## config.mk

```make
export PLATFORM = sky130hd
export DESIGN_NAME = vga_sync_gen
export DESIGN_NICKNAME = d
export VERILOG_FILES = /design/src/rtl/vga_timing_pkg.sv /design/src/rtl/vga_tick_gen.sv /design/src/rtl/vga_sync_gen.sv
export SDC_FILE = /design/constraint.sdc
export NUM_CORES = 1
export LEC_CHECK = 0
export BUFFER_PORTS_ARGS = -buffer_cell sky130_fd_sc_hd__buf_2
export CAP_MARGIN = 20
export CORE_AREA = 2 2 53 55
export CTS_CLUSTER_DIAMETER = 60
export CTS_CLUSTER_SIZE = 16
export DETAILED_ROUTE_END_ITERATION = 8
export DIE_AREA = 0 0 55 57
export PLACE_DENSITY = 0.75
export SYNTH_ARGS = -nofsm -noshare
export SYNTH_HDL_FRONTEND = slang
export SYNTH_SLANG_ARGS = --single-unit
```

## constraint.sdc

```tcl
create_clock -name clk -period 3.6 [get_ports clk]
set_input_delay 0.72 -clock clk [delete_from_list [all_inputs] [get_ports clk]]
set_output_delay 0.72 -clock clk [all_outputs]
set_load 0.01 [all_outputs]
```

## src/rtl/vga_timing_pkg.sv

```systemverilog
// 640x480@60 VGA timing constants shared by the sync generator.
// Derived sync windows and coordinate type live here too.
package vga_timing_pkg;

   localparam int COORD_W   = 10;

   localparam int H_DISPLAY = 640;
   localparam int H_FRONT   = 16;
   localparam int H_SYNC    = 96;
   localparam int H_BACK    = 48;
   localparam int V_DISPLAY = 480;
   localparam int V_FRONT   = 10;
   localparam int V_SYNC    = 2;
   localparam int V_BACK    = 33;

   localparam int H_TOTAL  = H_DISPLAY + H_FRONT + H_SYNC + H_BACK;
   localparam int V_TOTAL  = V_DISPLAY + V_FRONT + V_SYNC + V_BACK;
   localparam int HS_START = H_DISPLAY + H_FRONT;
   localparam int HS_END   = HS_START + H_SYNC - 1;
   localparam int VS_START = V_DISPLAY + V_FRONT;
   localparam int VS_END   = VS_START + V_SYNC - 1;

   typedef logic [COORD_W-1:0] coord_t;

endpackage

```

## src/rtl/vga_tick_gen.sv

```systemverilog
// Pixel-rate enable: one-clk pulse every CLK_DIV clocks.
// Counter restarts at zero on reset.
module vga_tick_gen #(
   parameter int CLK_DIV = 4
) (
   input  logic clk,
   input  logic reset,
   output logic p_tick
);

   localparam int DW = (CLK_DIV > 2) ? $clog2(CLK_DIV) : 1;
   localparam logic [DW-1:0] LAST = DW'(CLK_DIV - 1);

   logic [DW-1:0] div;

   always_ff @(posedge clk) begin
      if (reset)
         div <= '0;
      else if (div == LAST)
         div <= '0;
      else
         div <= div + 1'b1;
   end

   assign p_tick = (div == LAST);

endmodule

```

## src/rtl/vga_sync_gen.sv

```systemverilog
// VGA sync generator: h/v counters with registered, x/y-aligned syncs.
// Define VGA_FRAME_TICK_EN to build the start-of-frame pulse.
module vga_sync_gen #(
   parameter int CLK_DIV   = 4,
   parameter int H_DISPLAY = vga_timing_pkg::H_DISPLAY,
   parameter int H_FRONT   = vga_timing_pkg::H_FRONT,
   parameter int H_SYNC    = vga_timing_pkg::H_SYNC,
   parameter int H_BACK    = vga_timing_pkg::H_BACK,
   parameter int V_DISPLAY = vga_timing_pkg::V_DISPLAY,
   parameter int V_FRONT   = vga_timing_pkg::V_FRONT,
   parameter int V_SYNC    = vga_timing_pkg::V_SYNC,
   parameter int V_BACK    = vga_timing_pkg::V_BACK
) (
   input  logic       clk,
   input  logic       reset,
   output logic       p_tick,
   output logic [9:0] x,
   output logic [9:0] y,
   output logic       video_on,
   output logic       hsync,
   output logic       vsync,
   output logic       frame_tick
);

   import vga_timing_pkg::*;

   localparam int HT = H_DISPLAY + H_FRONT + H_SYNC + H_BACK;
   localparam int VT = V_DISPLAY + V_FRONT + V_SYNC + V_BACK;

   localparam coord_t H_LAST = coord_t'(HT - 1);
   localparam coord_t V_LAST = coord_t'(VT - 1);
   localparam coord_t H_VIS  = coord_t'(H_DISPLAY - 1);
   localparam coord_t V_VIS  = coord_t'(V_DISPLAY - 1);
   localparam coord_t HS_LO  = coord_t'(H_DISPLAY + H_FRONT);
   localparam coord_t HS_HI  = coord_t'(H_DISPLAY + H_FRONT + H_SYNC - 1);
   localparam coord_t VS_LO  = coord_t'(V_DISPLAY + V_FRONT);
   localparam coord_t VS_HI  = coord_t'(V_DISPLAY + V_FRONT + V_SYNC - 1);

   coord_t h, v;
   coord_t h_nxt, v_nxt;

   vga_tick_gen #(
      .CLK_DIV (CLK_DIV)
   ) u_tick (
      .clk    (clk),
      .reset  (reset),
      .p_tick (p_tick)
   );

   always_comb begin
      h_nxt = h;
      v_nxt = v;
      if (p_tick) begin
         if (h == H_LAST) begin
            h_nxt = '0;
            v_nxt = (v == V_LAST) ? '0 : v + 1'b1;
         end else begin
            h_nxt = h + 1'b1;
         end
      end
   end

   // Syncs decode the next coordinates so they land with x/y.
   always_ff @(posedge clk) begin
      if (reset) begin
         h        <= '0;
         v        <= '0;
         hsync    <= 1'b1;
         vsync    <= 1'b1;
         video_on <= 1'b1;
      end else begin
         h        <= h_nxt;
         v        <= v_nxt;
         hsync    <= !(h_nxt >= HS_LO && h_nxt <= HS_HI);
         vsync    <= !(v_nxt >= VS_LO && v_nxt <= VS_HI);
         video_on <= (h_nxt <= H_VIS) && (v_nxt <= V_VIS);
      end
   end

   assign x = h;
   assign y = v;

`ifdef VGA_FRAME_TICK_EN
   logic frame_wrap;
   logic ft_q;

   assign frame_wrap = p_tick && (h == H_LAST) && (v == V_LAST);

   always_ff @(posedge clk) begin
      if (reset)
         ft_q <= 1'b0;
      else
         ft_q <= frame_wrap;
   end

   assign frame_tick = ft_q;
`else
   assign frame_tick = 1'b0;
`endif

endmodule
```

# ---- After elaboration in Yosys (flattened, before gate mapping)
# Index checks and enable logic that the tools add are counted.
dict set report totals {
  reg_bits 25
  inputBits 2
  output_inout_bits 25
  word_cells 29
}
dict set report op_classes {
  add_sub_neg 3
  magnitude_cmp 6
  eq_ne 3
  mux 5
  reduce_logical 6
}
# cell n
set op_table {}
lappend op_table {{10-bit 2-to-1 mux} 5}
lappend op_table {{10-bit by 1-bit adder with 10-bit output, second input constant} 2}
lappend op_table {{10-bit == test, second input constant} 2}
lappend op_table {{10-bit less-or-equal comparator, second input constant} 2}
lappend op_table {{10-bit by 9-bit less-or-equal comparator with 1-bit output, second input constant} 2}
lappend op_table {{10-bit >= comparator, second input constant} 1}
lappend op_table {{10-bit by 9-bit >= comparator with 1-bit output, second input constant} 1}
lappend op_table {{1-bit logical AND} 3}
lappend op_table {{2-bit by 1-bit adder with 2-bit output, second input constant} 1}
lappend op_table {{2-bit == test, second input constant} 1}
lappend op_table {{1-bit zero test} 2}
lappend op_table {{2-bit OR reduction} 1}

# ---- Depth between registers and ports, before layout
# Gate-level depths: netlist (run 1).
dict set report depth {
  depth_word 7
  mapped_depth 9
  depth_no_buf 7
}

# ---- Modules after synthesis
# A second synthesis (run 1) with hierarchy kept.
dict set report unflattened {
  cells_unflattened 175
  hier_area_um2 1461.4
}
# mod instances cells_per_inst area_each_um2 seq_area_each_um2
set by_module_without_submodules {}
lappend by_module_without_submodules {vga_sync_gen 1 170 1386.3 460.4}
lappend by_module_without_submodules {vga_tick_gen 1 5 75.1 40.0}

# ---- Worst setup path before layout (run 1)
# No wires, ideal clock.
dict set report synth_path {
  path_kind {reg2reg}
  start {register u_tick.div[0]}
  end {register vsync}
  setup_time_ns 0.134
  arrival_ns 2.395
  required_time_ns 3.466
  path_slack_ns 1.071
  stages_incl_launch_ff 9
  n_path_buf 1
  synth_period_minus_slack_ns 2.529
  cell_sequence {dfxtp_1 -> ha_1 -> clkbuf_1 -> nand4_1 -> nor3_2 -> nand4_1 -> xor2_1 -> or3b_1 -> or4_1}
}
dict set report synth_between {
  elab_chain_len 5
  elab_cells_between_ends 6
  cone_classes {2 x order compare; 1 x eq/ne; 1 x mux; 2 x reduce/logical}
}
# item line_no
set synth_rtl {}
lappend synth_rtl {{from (decl)} vga_tick_gen.sv:14} ;# logic [DW-1:0] div;
lappend synth_rtl {{from (signal assigned)} vga_tick_gen.sv:22} ;# div <= div + 1'b1;
lappend synth_rtl {{2-bit == test *} vga_tick_gen.sv:25} ;# assign p_tick = (div == LAST);
lappend synth_rtl {{via p_tick} vga_sync_gen.sv:16} ;# output logic p_tick,
lappend synth_rtl {{10-bit 2-to-1 mux *} vga_sync_gen.sv:53} ;# if (p_tick) begin
lappend synth_rtl {{10-bit by 9-bit >= comparator with 1-bit output or 10-bit by 9-bit less-or-equal comparator with 1-bit output (tied branches)} vga_sync_gen.sv:75} ;# vsync <= !(v_nxt >= VS_LO && v_nxt <= VS_HI);
lappend synth_rtl {{1-bit logical AND *} vga_sync_gen.sv:75}
lappend synth_rtl {{1-bit zero test *} vga_sync_gen.sv:75}
lappend synth_rtl {{to (signal assigned)} vga_sync_gen.sv:75}
lappend synth_rtl {{to (decl)} vga_sync_gen.sv:21} ;# output logic vsync,
# The timed path passes the listed nets; every way through them passes the cells marked *.
# A chain may end at the register's enable or synchronous reset.

# ---- Worst setup path in the final report (run 1)
dict set report layout_path {
  start {register u_tick.div[0]}
  end {register vsync}
}
dict set report layout_between {
  elab_chain_len 5
  elab_cells_between_ends 6
  cone_classes {2 x order compare; 1 x eq/ne; 1 x mux; 2 x reduce/logical}
}
# item line_no
set layout_rtl {}
lappend layout_rtl {{2-bit == test *} vga_tick_gen.sv:25}
lappend layout_rtl {{10-bit 2-to-1 mux *} vga_sync_gen.sv:53}
lappend layout_rtl {{10-bit by 9-bit >= comparator with 1-bit output or 10-bit by 9-bit less-or-equal comparator with 1-bit output (tied branches)} vga_sync_gen.sv:75}
lappend layout_rtl {{1-bit logical AND *} vga_sync_gen.sv:75}
lappend layout_rtl {{1-bit zero test *} vga_sync_gen.sv:75}
# Mark *: on every way between the ends. The rest lies on a longest branch, timed or not.

==> impl_metrics.toml, run 1 <==
[logic_synthesis]
synth_edf_count = 0
yosysUniqueCellTypes = 41
synthArstFlopShare_pct = 0
syn-cell-area_mm2 = 0.00131
yosysMostFrequentCell = "dfxtp_1"
netlist.area_leader.share_pct = 38.2
synthTopCellsByCount = "dfxtp_1 (25), nand2_1 (19), nor2_1 (17)"
seq_area_frac_synth_pct = 38.2
syn-num-nets = 164
ys_ff_latch = 25
synth_area_leaders = "dfxtp_1 (38%), xor2_1 (6.0%), nand2_1 (5.4%)"
ys.flop_type = "dfxtp_1"
yosysTopAreaCell = "dfxtp_1"
synthCells = 158
avgSynthCellArea_um2 = 8.28
yosysWarnings = 0

[grt]
busiest_layer = "met2"
antenna_found_initial = 0
grt_pass1_vias = 1114
grtUsageMet2_pct = 32.7
grt.overflow.total = 0
grtUsageMet3_pct = 3.40
grt_max_degree = 24
met1_usage_pct = 29.6
grt_pass1_wl_mm = 5.01
grt_usage_pct = 21.4

[job]
drv_cap = 0

[power_and_ir_drop]
p_switching_uw = 92.8
vdd_drop_max_v = 0.000156
power.density_mw_per_mm2 = 288
p_comb_share_pct = 3.9
clkPwrFrac_pct = 29.3
p_int_uw = 330
seq_power_share_pct = 66.8
p_leak_nw = 0.613
p_sw_share_pct = 21.9

[die]
core_area_mm2 = 0.00262
rows = 19
die_w_um = 55
die_height_um = 57
num_io_pins = 27
fp.dieArea_mm2 = 0.00314
start_util_pct = 50.0

[timing]
tns_ns = 0
finalCritPeriodShare_pct = 77.7
finClkSkew_ns = 0.00357
final-setup-viol-count = 0
hold_slack_ns = 0.441
period_needed_ns = 2.80
rsz0062_at_grt = "false"
fmax_mhz = 357
final_max_slew_viol_count = 0
hold_viol_final = 0

[clocking]
hold_buffers = 0
cts-resized-gates = 0
root_buffer = "clkbuf_4"
cts_buffer_depth = 2
clk_latency_ns = 0.32
clock_sink_count = 25
cts_setup_buffers = 0
htree_levels = 1
cts.clk_slew.worst_paths_ns = 0.13
cts-buffers-inserted = 3
cts_tree = "built"

[drt]
wl_mm = 2.90
drt_iter0_drc = 21
drtAntennaViolNets = 0
drc = 0
num_vias = 1190
firstDrtPassIters = 4
wl_per_cell_um = 13.7
viasPerCell = 5.61

[worst_setup_path]
path_max_fanout = 11
end_kind = "flop"
reg2reg_slack_ns = 0.80
critPathKind = "flop to flop"
worstPathArrival_ns = 3.01
worstPathRequired_ns = 3.81
start_kind = "flop"

[place]
gp_congestion = 0.913
dp.final_hpwl_mm = 2.12
port_buffers = 25

[final_layout]
area_delta_synth_final_pct = 12.1
final_nets = 188
drive_gt1_share_pct = 18.2
n_antenna_cell = 0

[run_status]
status = "completed"

[worst_hold_path]
hp-class = "flop to flop"
[placed cells by master (no fill, tap or decap), types with 4 or more instances in the layout]
cell type,count
xor2_1,9
nand4_1,7
xnor2_1,4
nand3_1,8
nor2_1,17
o21ai_0,5
nor3_1,8
a21oi_1,8
ha_1,4
nand2_1,19
buf_2,25
dfxtp_1,25
and3_1,5
[registers in the layout, summed over array words and instances (netlist names)]
| register | cells |
|---|---|
| hsync | 1 |
| u_tick.div | 2 |
| video_on | 1 |
| vsync | 1 |
| x | 10 |
| y | 10 |
[power by group through the flow]
stage | clock network [mW] | registers, mW | logic (mW)
6_report | 0.124 | 0.283 | 0.0164
5_1_grt | 0.139 | 0.283 | 0.0192
4_1_cts | 0.131 | 0.283 | 0.0167
3_5_place_dp | 0 | 0.289 | 0.0167
3_3_place_gp | 0 | 0.288 | 0.0158
2_1_floorplan | 0 | 0.289 | 0.0123
[critical path: stages, from the launching register on]
cell and delay, ns:
dfxtp_1 0.36, ha_1 0.36, nand4_1 0.27, nor3_2 0.43
nand4_1 0.17, xor2_1 0.18, or3b_1 0.38, or4_1 0.53
[cell type report]
type / count / area (um^2)
fillers: 257 / 1150
multi-input cells: 123 / 758
flip-flops and latches: 25 / 500
repair buffers: 26 / 133
well taps: 31 / 38.8
clock buffers: 4 / 26.3
inverters: 3 / 11.3
[final timing paths]
check / to / start / cells past startpoint
hold reg to reg: u_tick.div[0]$_SDFF_PP0_ / u_tick.div[0]$_SDFF_PP0_ / 1
setup reg to reg: vsync$_SDFF_PP1_ / u_tick.div[0]$_SDFF_PP0_ / 7
setup / recovery: vsync$_SDFF_PP1_ / u_tick.div[0]$_SDFF_PP0_ / 7
hold / removal: u_tick.div[0]$_SDFF_PP0_ / u_tick.div[0]$_SDFF_PP0_ / 1
[kinds of logic (layout without fill, tap and decap cells)]
group / Yosys count / in the layout / share of synthesized area [%]
compound gates: 20 / 20 / 9.37
xor+xnor: 13 / 13 / 8.70
fa+ha+maj: 4 / 4 / 3.82
buf+inv: 10 / 33 / 3.82
flops: 25 / 25 / 38.2
mux: 1 / 1 / 0.765
other cells: 1 / 1 / 0.287
simple gates: 84 / 84 / 35.0
[per-layer routing]
metal	part of all wire (%)	vias up	wire length, um
li1	-	604	-
met1	46	552	1350
met2	47	29	1370
met3	4.4	5	127
met4	1.8	0	51
met5	0	-	0
[metrics by stage]
step                worst slack, ns  power [mW]  utilization (%)  instances  cell area, um^2
floorplan                      1.07       0.301                -        158             1310
global placement               1.01       0.304             55.1        208             1440
detailed placement            0.865       0.306             55.1        208             1440
CTS                           0.810       0.430             56.1        212             1470
global route                  0.607       0.441             56.1        212             1470
finish                        0.802       0.423             56.1        212             1470
No activity file was read; power rests on OpenSTA's default activity.
==> inputs of run 2 (changes only) <==
--- a/config.mk
+++ b/config.mk
@@ -7,12 +7,12 @@
 export LEC_CHECK = 0
 export BUFFER_PORTS_ARGS = -buffer_cell sky130_fd_sc_hd__buf_2
 export CAP_MARGIN = 20
-export CORE_AREA = 2 2 53 55
+export CORE_AREA = 2 2 56 58
 export CTS_CLUSTER_DIAMETER = 60
 export CTS_CLUSTER_SIZE = 16
 export DETAILED_ROUTE_END_ITERATION = 8
-export DIE_AREA = 0 0 55 57
-export PLACE_DENSITY = 0.75
+export DIE_AREA = 0 0 58 60
+export PLACE_DENSITY = 0.71
 export SYNTH_ARGS = -nofsm -noshare
 export SYNTH_HDL_FRONTEND = slang
 export SYNTH_SLANG_ARGS = --single-unit
==> constraint.sdc (replaced) <==
create_clock -name clk -period 2.32 [get_ports clk]
set_input_delay 0.464 -clock clk [delete_from_list [all_inputs] [get_ports clk]]
set_output_delay 0.464 -clock clk [all_outputs]
set_load 0.01 [all_outputs]
==> run 2 against run 1 <==
Clock skew up 0.010 ns. Setup slack worse by 0.80 ns. Fmax up 21%. Highest routed layer unchanged. Power grew 58%. Final cell count grew 10%. Combinational power rose by 93%. Register-to-register slack worse by 0.80 ns. Clock power rose by 56%. Flip-flop and latch count unchanged.
==> impl_metrics.toml, run 2 (synthesized netlist as in run 1, its figures left out) <==
[run_status]
status = "completed"

[die]
die_height_um = 60
rows = 20
num_io_pins = 27
die_w_um = 58
fp.dieArea_mm2 = 0.00348
core_area_mm2 = 0.00290
start_util_pct = 45.1

[clocking]
htree_levels = 1
hold_buffers = 0
root_buffer = "clkbuf_4"
cts_buffer_depth = 2
clk_latency_ns = 0.33
cts-buffers-inserted = 3
clock_sink_count = 25
cts_tree = "built"
cts.clk_slew.worst_paths_ns = 0.14

[worst_setup_path]
reg2reg_slack_ns = 0.006
path_max_fanout = 5
worstPathArrival_ns = 2.52
endpoint = "vsync$_SDFF_PP1_"
start_kind = "flop"
reg2regPathDepth = 7
critPathKind = "flop to flop"
worstPathRequired_ns = 2.52
end_kind = "flop"
crit_start = "x[0]$_SDFF_PP0_"
regToRegStartpoint = "x[0]$_SDFF_PP0_"
reg2reg_to = "vsync$_SDFF_PP1_"

[final_layout]
stdcell_area_mm2 = 0.00168
n_antenna_cell = 0
multi_input_area_um2 = 807
regArea_um2 = 510
final_common_cell = "buf_2"
layout_common_cells = "buf_2 (25), buf_4 (21), nand2_1 (19)"
final_nets = 208
drive_gt1_share_pct = 32.8
fill_cells = 271
utilization_pct = 57.9
area_delta_synth_final_pct = 28.4

[worst_hold_path]
hp-class = "flop to flop"
min_from = "u_tick.div[0]$_SDFF_PP0_"

[timing]
tns_ns = 0
final_max_slew_viol_count = 0
rsz0062_at_grt = "true"
finalCritPeriodShare_pct = 99.7
finClkSkew_ns = 0.0136
period_needed_ns = 2.31
hold_viol_final = 0
final-setup-viol-count = 0
fmax_mhz = 432

[grt]
grt_max_degree = 24
antenna_found_initial = 0
grt_pass1_wl_mm = 5.10
grt_pass1_vias = 1140
grt.overflow.total = 0
grt_usage_pct = 19.3

[power_and_ir_drop]
p_leak_nw = 0.731
vdd_drop_max_v = 0.000301
power.density_mw_per_mm2 = 397
power_uw = 667

[drt]
drt_iter0_drc = 39
wl_mm = 3.17
wl_per_cell_um = 13.6
viasPerCell = 5.55
drtAntennaViolNets = 0
firstDrtPassIters = 4
drc = 0
num_vias = 1298

[place]
dp.final_hpwl_mm = 2.36
placed_cell_area_mm2 = 0.00161
port_buffers = 25
gp_congestion = 0.923

[job]
drv_cap = 0
==> run 2: layout make-up <==
cell class                      count  area share (%)
Clock buffer                        3            1.34
Clock inverter                      1           0.298
Multi-Input combinational cell    123            48.0
Timing Repair Buffer               46            16.8
Tap cell                           33            2.46
Inverter                            3           0.670
Sequential cell                    25            30.4
==> run 2: critical path, stage by stage (launching register included) <==
cell	delay, ns
dfxtp_2	0.38
ha_4	0.16
nand4_1	0.17
nor3_4	0.30
nand4_1	0.14
xor2_1	0.18
or3b_1	0.39
or4_1	0.47
==> run 2: what timing repair did <==
action,CTS,global route
pin swaps,4,2
setup buffers,1,1
setup endpoints to repair,1,1
resized for setup,2,4
==> run 2: report_power, final <==
group / total, mW / internal [mW] / leakage [nW] / switching (mW)
Combinational: 0.0317 / 0.0150 / 0.508 / 0.0167
Clock: 0.194 / 0.0647 / 0.0177 / 0.129
Sequential: 0.442 / 0.436 / 0.206 / 0.00518
Total: 0.667 / 0.516 / 0.731 / 0.151
==> run 2: through the flow <==
step	worst slack (ns)	std cells	hold WS [ns]
floorplan	-0.0344	158	0.412
global placement	0.0646	228	0.418
detailed placement	-0.0109	228	0.424
CTS	-0.0452	233	0.444
global route	-0.0835	234	0.447
finish	0.00593	234	0.440
==> run 2: worst min path at each step <==
stage / to / slack [ns] / cells after the start
finish: u_tick.div[0]$_SDFF_PP0_ / 0.44 / 1
global route: u_tick.div[0]$_SDFF_PP0_ / 0.45 / 1
CTS: u_tick.div[0]$_SDFF_PP0_ / 0.44 / 1
detailed placement: u_tick.div[0]$_SDFF_PP0_ / 0.42 / 1
global placement: u_tick.div[0]$_SDFF_PP0_ / 0.42 / 1
floorplan: u_tick.div[0]$_SDFF_PP0_ / 0.41 / 1
==> run 2: layer usage <==
metal	global-route usage (%)	part of all wire, %	up-vias
met5	0	0	-
met4	6.98	1.3	0
met1	23.1	44	602
met2	34.1	49	45
li1	-	-	646
met3	3.90	5.2	5
==> inputs of run 3 (changes only) <==
--- a/config.mk
+++ b/config.mk
@@ -7,12 +7,15 @@
 export LEC_CHECK = 0
 export BUFFER_PORTS_ARGS = -buffer_cell sky130_fd_sc_hd__buf_2
 export CAP_MARGIN = 20
-export CORE_AREA = 2 2 56 58
+export CELL_PAD_IN_SITES_DETAIL_PLACEMENT = 1
+export CELL_PAD_IN_SITES_GLOBAL_PLACEMENT = 1
+export CORE_AREA = 2 2 65 67
 export CTS_CLUSTER_DIAMETER = 60
 export CTS_CLUSTER_SIZE = 16
 export DETAILED_ROUTE_END_ITERATION = 8
-export DIE_AREA = 0 0 58 60
-export PLACE_DENSITY = 0.71
+export DIE_AREA = 0 0 67 69
+export MAX_ROUTING_LAYER = met4
+export PLACE_DENSITY_LB_ADDON = 0.1
 export SYNTH_ARGS = -nofsm -noshare
 export SYNTH_HDL_FRONTEND = slang
 export SYNTH_SLANG_ARGS = --single-unit
==> run 3 against run 2 <==
Count of clock-buffer cells in the layout increased by 1. Fmax grew 0.10%. Sequential power barely moved. Core utilization is 13 points lower. Global-route usage shrank 0.77 points. Via count is 0.31% higher. Combinational power rose by 8.8%. Routed wire length up 22%. Flip-flop and latch count is the same. Clock skew is 0.011 ns lower. Clock power grew 36%. Non-clock buffer count increased by 3.
==> impl_metrics.toml, run 3 (synthesized netlist as in run 1, its figures left out) <==
[worst_hold_path]
hp-class = "flop to flop"

[drt]
num_vias = 1302
viasPerCell = 5.13
drtAntennaViolNets = 0
firstDrtPassIters = 4
drc = 0
wl_per_cell_um = 15.3
wl_mm = 3.88
drt_iter0_drc = 54

[worst_setup_path]
crit_chain = "or3b_4, nor4_4, and4_1, xnor2_1, or3b_1, or4_1"
worstPathRequired_ns = 2.47
critPathMaxStageDelay_ns = 0.53
worstPathArrival_ns = 2.46
path_max_fanout = 3
start_kind = "flop"
slowest_stage = "or4_1"
critPathKind = "flop to flop"
end_kind = "flop"
critical_path_buf_inv_count = 0
cpLargestDelayFamily = "simple AND/OR/NAND/NOR gates"

[clocking]
cts.clk_slew.worst_paths_ns = 0.09
hold_buffers = 0
root_buffer = "clkbuf_8"
cts_tree = "built"
cts_buffer_depth = 2
htree_levels = 1
cts-buffers-inserted = 3
clk_latency_ns = 0.27
clock_sink_count = 25

[final_layout]
fill_cells = 495
n_antenna_cell = 0
finalNonFillerCells = 254
final_nets = 211
stdcell_area_mm2 = 0.00174
final_common_cell = "buf_2"
layout_common_cells = "buf_2 (25), buf_4 (24), nand2_1 (19)"
area_delta_synth_final_pct = 33.1
drive_gt1_share_pct = 33.3

[grt]
grt_max_degree = 23
grt_pass1_wl_mm = 6.54
grt.overflow.total = 0
antenna_found_initial = 0
grt_usage_pct = 18.5
grt_pass1_vias = 1401

[place]
gp_congestion = 0.866
port_buffers = 25
dp.final_hpwl_mm = 2.89
placed_cell_area_mm2 = 0.00164
place_inst = 246
dpl_worst_slack_ns = -0.0380

[die]
rows = 23
core_area_mm2 = 0.00391
fp.dieArea_mm2 = 0.00462
num_io_pins = 27
die_w_um = 67
start_util_pct = 33.4
die_height_um = 69

[timing]
slew_headroom_pct = 67.4
final_max_slew_viol_count = 0
rsz0062_at_grt = "true"
finalCritPeriodShare_pct = 99.6
final.setup.worst_slack_ns = 0.00828
period_needed_ns = 2.31
finClkSkew_ns = 0.00298
hold_viol_final = 0
worst_pin_slew_ns = 0.482
final-setup-viol-count = 0
fmax_mhz = 433

[job]
drv_cap = 0

[power_and_ir_drop]
power.density_mw_per_mm2 = 425
vdd_drop_max_v = 0.000199
power_uw = 739
p_leak_nw = 0.750

[run_status]
status = "completed"
[run 3: power breakdown]
| group | internal (mW) | leakage (nW) | switching [mW] |
|---|---|---|---|
| registers | 0.436 | 0.206 | 0.00530 |
| clock network | 0.123 | 0.0228 | 0.141 |
| logic | 0.0162 | 0.521 | 0.0184 |
[run 3: final timing paths]
| check | startpoint | end | slack, ns | depth (start not counted) |
|---|---|---|---|---|
| worst max register to register | x[6]$_SDFF_PP0_ | vsync$_SDFF_PP1_ | 0.008 | 6 |
| worst min register to register | u_tick.div[0]$_SDFF_PP0_ | u_tick.div[0]$_SDFF_PP0_ | 0.43 | 1 |
| worst max-delay path | x[6]$_SDFF_PP0_ | vsync$_SDFF_PP1_ | 0.008 | 6 |
| worst min-delay path | u_tick.div[0]$_SDFF_PP0_ | u_tick.div[0]$_SDFF_PP0_ | 0.43 | 1 |
[run 3: metrics by stage]
step	hold WS [ns]	util [%]	setup TNS (ns)
finish	0.434	44.5	0
global route	0.451	44.5	-0.114
CTS	0.438	44.5	0
detailed placement	0.424	41.8	-0.0380
global placement	0.418	41.8	0
floorplan	0.412	-	-0.0344
[run 3: worst reg2reg max path, delay by kind of cell, from the launching register on]
kind | cells | cell delay, ns
flops | 1 | 0.33
simple gates | 5 | 1.78
xor+xnor | 1 | 0.09
[run 3: cell type report]
type	count	area, um^2	area share, %
repair buffers	49	305	17.5
well taps	50	62.6	3.59
clock buffers	4	45.0	2.59
multi-input cells	123	807	46.3
inverters	3	11.3	0.647
flip-flops and latches	25	510	29.3
[run 3: what timing repair did]
item	4_1_cts	5_1_grt
setup buffers	4	0
gates resized for setup	6	0
endpoints found under the hold margin	0	0
setup endpoints to repair	2	2
gates cloned	0	0
pin swaps	7	2
[run 3: per-layer routing]
layer | up-vias | track usage, % | wire [um]
met4 | 0 | 4.76 | 31
met2 | 27 | 32.7 | 2020
met5 | - | - | 0
met1 | 626 | 21.5 | 1710
met3 | 4 | 2.45 | 119
li1 | 645 | - | -
